### config.mk
export PLATFORM = sky130hd
export DESIGN_NAME = fractal_sync_tx_mc
export DESIGN_NICKNAME = d
export VERILOG_FILES = /design/src/rtl/fractal_sync_tx_mc.sv
export SDC_FILE = /design/constraint.sdc
export NUM_CORES = 1
export LEC_CHECK = 0
export BUFFER_PORTS_ARGS = -buffer_cell sky130_fd_sc_hd__buf_4
export CAP_MARGIN = 20
export CELL_PAD_IN_SITES_DETAIL_PLACEMENT = 2
export CELL_PAD_IN_SITES_GLOBAL_PLACEMENT = 2
export CORE_MARGIN = 3
export CORE_UTILIZATION = 33
export DETAILED_ROUTE_END_ITERATION = 8
export PLACE_DENSITY = 0.71
export SYNTH_ARGS = -nofsm -noshare
export SYNTH_HDL_FRONTEND = slang
export SYNTH_SLANG_ARGS = --single-unit
### constraint.sdc
create_clock -name clk_i -period 1.6 [get_ports clk_i]
set_input_delay 0.08 -clock clk_i [delete_from_list [all_inputs] [get_ports clk_i]]
set_output_delay 0.08 -clock clk_i [all_outputs]
set_load 0.01 [all_outputs]
### src/rtl/fractal_sync_tx_mc.sv
// Multicast tx stage of the fractal sync tree: splits one wake response into per-channel FIFOs.
// The low NUM_CH dst bits select child channels; the remaining bits travel down shifted.
module fractal_sync_tx_mc #(
  parameter  int unsigned NUM_CH     = 2,
  parameter  int unsigned IN_DST_W   = 8,
  parameter  int unsigned FIFO_DEPTH = 2,
  parameter  int unsigned IN_REG     = 1,
  localparam int unsigned OUT_DST_W  = IN_DST_W - NUM_CH,
  localparam int unsigned CNT_W      = $clog2(FIFO_DEPTH + 1)
) (
  input  logic                          clk_i,
  input  logic                          rst_ni,
  input  logic                          rsp_valid_i,
  output logic                          rsp_ready_o,
  input  logic [IN_DST_W-1:0]           rsp_dst_i,
  input  logic                          rsp_error_i,
  output logic [NUM_CH-1:0]             out_valid_o,
  input  logic [NUM_CH-1:0]             out_ready_i,
  output logic [NUM_CH*OUT_DST_W-1:0]   out_dst_o,
  output logic [NUM_CH-1:0]             out_error_o,
  output logic [NUM_CH*CNT_W-1:0]       count_o,
  input  logic                          clear_i,
  output logic                          err_nodst_o,
  output logic [7:0]                    drop_cnt_o
);

  localparam int unsigned PTR_W = (FIFO_DEPTH > 1) ? $clog2(FIFO_DEPTH) : 1;
  localparam logic [PTR_W-1:0] PTR_MAX   = PTR_W'(FIFO_DEPTH - 1);
  localparam logic [CNT_W-1:0] CNT_FULL  = CNT_W'(FIFO_DEPTH);

  if (NUM_CH < 1) begin : g_bad_num_ch
    $error("fractal_sync_tx_mc: NUM_CH must be >= 1");
  end
  if (FIFO_DEPTH < 1) begin : g_bad_depth
    $error("fractal_sync_tx_mc: FIFO_DEPTH must be >= 1");
  end
  if (IN_DST_W <= NUM_CH) begin : g_bad_dst_w
    $error("fractal_sync_tx_mc: IN_DST_W must be > NUM_CH");
  end

  typedef struct packed {
    logic                 err;
    logic [OUT_DST_W-1:0] dst;
  } entry_t;

  logic [NUM_CH-1:0] has_space;
  logic              stg_valid;
  logic [NUM_CH-1:0] stg_mask;
  entry_t            stg_entry;
  logic              commit;
  logic [NUM_CH-1:0] push;
  logic              drop;

  // Space is judged on registered counts only, so a same-cycle pop never frees room for
  // this cycle's commit; that keeps ready free of any path from out_ready_i.
  assign commit = stg_valid & (&(has_space | ~stg_mask));
  assign push   = commit ? stg_mask : '0;
  assign drop   = commit & (stg_mask == '0);

  if (IN_REG != 0) begin : g_in_reg
    logic              reg_valid;
    logic [NUM_CH-1:0] reg_mask;
    entry_t            reg_entry;
    logic              accept;

    assign rsp_ready_o = rst_ni & (~reg_valid | commit);
    assign accept      = rsp_valid_i & rsp_ready_o;

    // NOTE: sequential state always uses non-blocking assignments so every flop samples
    // pre-edge values regardless of process evaluation order.
    always_ff @(posedge clk_i) begin
      if (!rst_ni) begin
        reg_valid <= 1'b0;
      end else if (accept) begin
        reg_valid <= 1'b1;
      end else if (commit) begin
        reg_valid <= 1'b0;
      end
    end

    always_ff @(posedge clk_i) begin
      if (accept) begin
        reg_mask  <= rsp_dst_i[NUM_CH-1:0];
        reg_entry <= '{err: rsp_error_i, dst: rsp_dst_i[IN_DST_W-1:NUM_CH]};
      end
    end

    assign stg_valid = reg_valid;
    assign stg_mask  = reg_mask;
    assign stg_entry = reg_entry;
  end else begin : g_no_in_reg
    assign stg_valid   = rsp_valid_i & rst_ni;
    assign stg_mask    = rsp_dst_i[NUM_CH-1:0];
    assign stg_entry   = '{err: rsp_error_i, dst: rsp_dst_i[IN_DST_W-1:NUM_CH]};
    assign rsp_ready_o = rst_ni & (&(has_space | ~rsp_dst_i[NUM_CH-1:0]));
  end

  for (genvar i = 0; i < NUM_CH; i++) begin : g_ch
    entry_t           mem [FIFO_DEPTH];
    logic [PTR_W-1:0] wr_ptr;
    logic [PTR_W-1:0] rd_ptr;
    logic [CNT_W-1:0] count;
    logic             pop;

    assign pop          = (count != '0) & out_ready_i[i];
    assign has_space[i] = (count < CNT_FULL);

    always_ff @(posedge clk_i) begin
      if (!rst_ni) begin
        wr_ptr <= '0;
        rd_ptr <= '0;
        count  <= '0;
      end else begin
        if (push[i]) begin
          wr_ptr <= (wr_ptr == PTR_MAX) ? '0 : wr_ptr + PTR_W'(1);
        end
        if (pop) begin
          rd_ptr <= (rd_ptr == PTR_MAX) ? '0 : rd_ptr + PTR_W'(1);
        end
        case ({push[i], pop})
          2'b10:   count <= count + CNT_W'(1);
          2'b01:   count <= count - CNT_W'(1);
          default: count <= count;
        endcase
      end
    end

    // NOTE: the storage array is deliberately not reset; validity is carried entirely by
    // count, so resetting the data would only add reset fan-out to plain RAM bits.
    always_ff @(posedge clk_i) begin
      if (push[i]) begin
        mem[wr_ptr] <= stg_entry;
      end
    end

    assign out_valid_o[i]                         = (count != '0);
    assign out_dst_o[i*OUT_DST_W +: OUT_DST_W]     = mem[rd_ptr].dst;
    assign out_error_o[i]                         = mem[rd_ptr].err;
    assign count_o[i*CNT_W +: CNT_W]              = count;
  end

  always_ff @(posedge clk_i) begin
    if (!rst_ni) begin
      err_nodst_o <= 1'b0;
      drop_cnt_o  <= '0;
    end else if (clear_i) begin
      err_nodst_o <= 1'b0;
      drop_cnt_o  <= '0;
    end else if (drop) begin
      err_nodst_o <= 1'b1;
      if (drop_cnt_o != 8'hFF) begin
        drop_cnt_o <= drop_cnt_o + 8'd1;
      end
    end
  end

endmodule

Yosys cells after proc, flatten, opt, wreduce, memory -nomap -nowiden
Memories as Yosys holds them, arrays and structs flattened. A register that Yosys moved wholly into a read port is not among the register bits.
Index checks and enable logic that the tools add are counted.
{"block": "word_totals", "register_bits": 27, "mem_bits_rw": 28, "inputBits": 15, "output_inout_bits": 30, "wordCells": 67, "memories": 2}
{"memory": "g_ch[0].mem", "depth": 2, "width": 7, "read_ports": 1, "rd_clocked_by_memory_dff": 1, "wr": 1, "line_no": "99", "text": "entry_t mem [FIFO_DEPTH];"}
{"memory": "g_ch[1].mem", "depth": 2, "width": 7, "read_ports": 1, "rd_clocked_by_memory_dff": 1, "wr": 1, "line_no": "99"}
{"block": "op_classes", "n_addsub": 9, "n_lt_le_gt_ge": 2, "n_eq_ne": 5, "mux": 17, "bitwise": 11, "n_reduce_logical": 9}
{"op": "$mux W1", "n": 14}
{"op": "$reduce_bool A2 Y1", "n": 5}
{"op": "$add A8 B1 Y8 const B", "n": 1}
{"op": "$ne A8 B8 Y1 const B", "n": 1}
{"op": "$pmux W2 S2", "n": 2}
{"op": "$and A1 B1 Y1", "n": 6}
{"op": "$add A1 B1 Y1 const B", "n": 4}
{"op": "$add A2 B1 Y2 const B", "n": 2}
{"op": "$eq A2 B1 Y1 const B", "n": 2}
{"op": "$eq A2 B2 Y1 const B", "n": 2}
{"op": "$lt A2 B2 Y1 const B", "n": 2}
{"op": "$reduce_and A2 Y1", "n": 2}
{"op": "$sub A2 B1 Y2 const B", "n": 2}
{"op": "$logic_not A2 Y1", "n": 1}
{"op": "$mux W2", "n": 1}
{"op": "$not A1 Y1", "n": 2}
{"op": "$not A2 Y2", "n": 1}
{"op": "$or A2 B2 Y2", "n": 1}
{"op": "$reduce_or A2 Y1", "n": 1}
{"op": "$or A1 B1 Y1", "n": 1}

Longest topological paths before layout
{"block": "depth", "word_depth": 8, "ltp_mapped": 6, "mapped_depth_nobuf": 6}

Least setup slack after synthesis
Ideal clock, no wire load.
{"block": "synth_path", "path_kind": "register to register", "start": "register g_ch[1].count[1]", "end": "register g_ch[1].count[1]", "setup_ps": 76, "arrival_time_ps": 1642, "required_time_ps": 1524, "path_slack_ps": -118, "stages_incl_launch_ff": 6, "path_buffers": 0, "synth_period_minus_slack_ps": 1718, "cell_sequence": "dfxtp_1 > or2_2 > and2_1 > ha_1 > or3_1 > a21boi_0"}
{"block": "synth_via", "word_cells_on_any_way": 13, "cone_classes": "add/sub: 2; order compare: 1; eq/ne: 2; mux: 2; bitwise: 3; reduce/logical: 3"}
{"element": "from (decl)", "line_no": "102", "text": "logic [CNT_W-1:0] count;"}
{"element": "from (signal assigned)", "line_no": "121", "text": "2'b10: count <= count + CNT_W'(1);"}
{"element": "from (signal assigned)", "line_no": "122", "text": "2'b01: count <= count - CNT_W'(1);"}
{"element": "from (signal assigned)", "line_no": "123", "text": "default: count <= count;"}
{"element": "$reduce_bool A2 Y1 (*)"}
{"element": "via out_valid_o[1]", "line_no": "17", "text": "output logic [NUM_CH-1:0] out_valid_o,"}
{"element": "$and A1 B1 Y1 (*)", "line_no": "105", "text": "assign pop = (count != '0) & out_ready_i[i];"}
{"element": "via g_ch[1].pop", "line_no": "103", "text": "logic pop;"}
{"element": "$eq A2 B1 Y1 or $eq A2 B2 Y1 (tied branches)", "line_no": "120", "text": "case ({push[i], pop})"}
{"element": "$pmux W2 S2 or $reduce_bool A2 Y1 (tied branches)"}
The timed path passes the listed nets; every way through them passes the cells marked *.
A chain may end at the register's enable or synchronous reset.

Final worst setup path
{"block": "layout_path", "start": "register g_in_reg.reg_mask[0]", "end": "register drop_cnt_o[5]"}
{"block": "layout_via", "elab_chain_cells": 6, "word_cells_on_any_way": 7, "cone_classes": "bitwise: 4; reduce/logical: 3"}
{"element": "from (decl)", "line_no": "62", "text": "logic [NUM_CH-1:0] reg_mask;"}
{"element": "from (signal assigned)", "line_no": "83", "text": "reg_mask <= rsp_dst_i[NUM_CH-1:0];"}
{"element": "$not A2 Y2", "line_no": "56", "text": "assign commit = stg_valid & (&(has_space | ~stg_mask));"}
{"element": "$or A2 B2 Y2", "line_no": "56"}
{"element": "$reduce_and A2 Y1", "line_no": "56"}
{"element": "$and A1 B1 Y1", "line_no": "56"}
{"element": "$and A1 B1 Y1 (*)", "line_no": "58", "text": "assign drop = commit & (stg_mask == '0);"}
{"element": "$reduce_and A2 Y1 (no source line) (*)"}
{"element": "to (signal assigned)", "line_no": "152", "text": "drop_cnt_o <= drop_cnt_o + 8'd1;"}
{"element": "to (decl)", "line_no": "24", "text": "output logic [7:0] drop_cnt_o"}
Mark *: on every way between the ends. The rest lies on a longest branch, timed or not.

==> impl_metrics.csv <==
group,metric,value,unit
outcome,outcome,"complete, but fails checks",
outcome,failed_checks,"setup timing",
min_path,hold_class,"input pin to flip-flop",
grt,grt.overflow.total,0,
grt,grt_pass1_vias,1727,
logic_synthesis,synth-seq-cells,57,
timing,fin_worst_skew,0.00899,ns
timing,fin_ws,-0.0238,ns
floorplanning,die-area,7750,um2
layout,diodes,0,
power_and_ir_drop,p_int,2.90,mW
logic_synthesis,yosysWarnings,0,
logic_synthesis,syn_inst,157,
power_and_ir_drop,p_clk_frac,0.377,
logic_synthesis,synthDistinctLibCells,35,
timing,post-route-period-util,1.01,
floorplanning,core,6420,um2
placed_design,hpwl,3.94,mm
clocking,h-tree-depth,3,
routing,final_antenna_net_count,0,
power_and_ir_drop,p_sw_frac,0.237,
layout,layout-drive-gt1-share,0.471,
routing,firstDrtPassIters,4,
critical_path,worst-setup-path-type,"flip-flop to flip-flop",
floorplanning,io_pins,45,
grt,grt_pass1_wl,8.91,mm
run,drv_cap,0,
routing,wl_per_cell,17.9,um
power_and_ir_drop,seq_power_share,0.455,
routing,wl_met2,3.25,mm
routing,wl_met3,226,um
timing,setup_viol,2,
floorplanning,start_util,0.346,
logic_synthesis,yosysSeqAreaShare,0.681,
logic_synthesis,synthFlopType,"edfxtp_1",
power_and_ir_drop,netSwitchingPower,0.902,mW
timing,fin_crit,1.62,ns
power_and_ir_drop,pwr-share-comb,0.168,
layout,final_cell_area,3180,um2
timing,fmax,616,MHz
clocking,insertion_delay,0.32,ns
grt,grt_util_all_layers,0.159,
grt,grt_antenna_before_repair,0,
logic_synthesis,ys_async_sr_fraction,0,
logic_synthesis,synth_area_leaders,"edfxtp_1, dfxtp_1, mux2_2",
critical_path,reg2reg_depth,5,
placed_design,gp_congestion,0.750,
routing,top_layer_used,"met4",
placed_design,placed_area,2780,um2
logic_synthesis,synth_area_leader_cell,"edfxtp_1",
timing,relSlewSlack,0.700,
routing,met1_length,2.19,mm
critical_path,r2r-end,"drop_cnt_o[5]",
critical_path,required,1.85,ns
layout,finalNetCount,255,
critical_path,reg2reg_from,"g_in_reg.reg_mask[0]",
timing,worst_pin_slew,0.449,ns
routing,via_count,1525,
routing,drt_wl_total,5.73,mm
critical_path,crit_path_start_kind,"flip-flop",
grt,grt_max_degree,15,
timing,fin_setup_tns,-0.0438,ns
logic_synthesis,synth_edf_count,37,
clocking,cts_root_buffer,"clkbuf_8",
logic_synthesis,synth.top_cell.area_share,0.501,
power_and_ir_drop,peakVddDrop,0.498,mV
logic_synthesis,synth.cell_area,2220,um2
routing,drtIter0Drc,55,
min_path,hp-start,"rst_ni",
critical_path,r2r_slack,-0.02,ns
clocking,cts_tree,"done",
clocking,clock_sinks,57,
layout,fin_cells,319,
floorplanning,dieWidth,88.0,um
timing,timing.hold.ws,0.0655,ns
min_path,hold_path_end,"g_ch[1].wr_ptr",
critical_path,crit_fanout,3,
timing,rsz0062_at_grt,"true",
timing,slew_violations,0,
placed_design,port-buffer-count,44,
layout,post-route-util,0.495,
floorplanning,die_h,88.0,um
power_and_ir_drop,powerDensity,1190,nW/um2
clocking,ctsLongestPathBuffers,2,
placed_design,dp.cells,287,
power_and_ir_drop,leakage,1.21,nW
critical_path,cp-end-kind,"flip-flop",
clocking,cts_inserted_buffers,9,
logic_synthesis,syn_nets,175,
clocking,clkTransAtPathRegs,0.06,ns
routing,viasPerCell,4.78,
min_path,min_path_cells,2,
logic_synthesis,syn_avg_cell_area,14.1,um2
floorplanning,num_rows,29,
placed_design,place_ws,-0.0502,ns
power_and_ir_drop,power,3.80,mW
timing,finalHoldViolations,0,
critical_path,crit_arrival,1.87,ns
routing,post-route-drc-count,0,
layout,areaGrowthSynthToFinish,43.3,%
layout,nFillCells,623,
==> power by group through the flow <==
stage	clock, mW	sequential (mW)	combinational, mW
floorplan	0	1.73	0.337
global placement	0	1.75	0.559
detailed placement	0	1.76	0.593
CTS	1.48	1.73	0.634
global route	1.56	1.74	0.702
finish	1.43	1.73	0.639
==> cell type report <==
class	count	area, um2	area share
Clock buffer	10	128	0.0401
Multi-Input combinational cell	93	756	0.238
Sequential cell	57	1520	0.477
Inverter	3	11.3	0.00354
Clock inverter	6	82.6	0.0260
Tap cell	77	96.3	0.0303
Timing Repair Buffer	73	589	0.185
==> state kept, by name, indices dropped and copies added (netlist names), named ones only <==
register and cells:
drop_cnt_o 8, err_nodst_o 1, g_ch.count 4, g_ch.mem 28
g_ch.rd_ptr 2, g_ch.wr_ptr 2, g_in_reg.reg_entry 7, g_in_reg.reg_mask 2
g_in_reg.reg_valid 1
==> critical path: stages, from the launching register on <==
cell and delay, ns:
edfxtp_1 0.41, buf_4 0.17, nor3b_4 0.26, nand2_2 0.11
or4_1 0.48, a21oi_1 0.12
==> cells in the final DEF (no fill, tap or decap), types with 3 or more instances in the layout <==
master / count
buf_4: 61
edfxtp_1: 37
dfxtp_1: 16
mux2_2: 14
nor2_1: 10
dlygate4sd3_1: 10
clkbuf_8: 9
and2_1: 6
nor2b_1: 6
nand2_1: 5
xnor2_1: 5
inv_1: 3
a21oi_1: 3
o21ai_0: 3
clkinv_2: 3
dfxtp_2: 3
==> cell usage after synthesis, types with 2 or more instances <==
library cell,number
or3_1,2
o31ai_1,2
inv_1,3
nor2b_1,6
a21oi_1,4
ha_1,3
nor2_1,10
a21boi_0,2
nand4b_1,2
mux2_2,14
clkbuf_1,4
and3_1,3
nand2_1,6
nand4_1,2
o21a_1,2
and2_1,8
xor2_1,2
nor3_1,2
edfxtp_1,37
or2_2,2
o21ai_0,3
dfxtp_1,20
xnor2_1,6
==> routing by layer <==
| metal | track usage | up-vias |
|---|---|---|
| met3 | 0.0480 | 4 |
| met4 | 0.0659 | 0 |
| li1 | - | 734 |
| met1 | 0.167 | 753 |
| met5 | 0 | - |
| met2 | 0.294 | 34 |
==> worst max path at each step <==
stage | startpoint | endpoint | slack, ns | depth (start not counted)
finish | g_in_reg.reg_mask[0] | drop_cnt_o[5] | -0.02 | 5
global route | g_in_reg.reg_mask[0] | drop_cnt_o[7] | -0.09 | 6
CTS | g_in_reg.reg_mask[0] | g_ch[0].count[1] | 0.002 | 6
detailed placement | g_ch[0].count[1] | g_ch[0].count[1] | -0.05 | 6
global placement | g_ch[1].count[1] | g_ch[1].count[1] | 0.04 | 6
floorplan | g_ch[0].count[1] | g_ch[0].count[1] | 0.03 | 6
==> cells by family (layout without fill, tap and decap cells) <==
| kind of cell | count (synthesis) | in the layout | synth area share |
|---|---|---|---|
| AOI/OAI and AO/OA | 18 | 18 | 0.0547 |
| xor gates and xnor gates | 8 | 8 | 0.0316 |
| and+or+nand+nor | 49 | 49 | 0.129 |
| buffers and inverters | 7 | 92 | 0.0118 |
| adders and majority gates | 3 | 3 | 0.0169 |
| muxes | 15 | 15 | 0.0755 |
| DFF | 57 | 57 | 0.681 |
==> repair_timing <==
| action | CTS | global route |
|---|---|---|
| setup buffers | 3 | 3 |
| endpoints found under the setup margin | 4 | 16 |
| gates resized for setup | 4 | 11 |
| endpoints found under the hold margin | 10 | 0 |
| pin swaps | 5 | 6 |
| hold buffers | 10 | 0 |
Power figures use the tool's default switching activity.
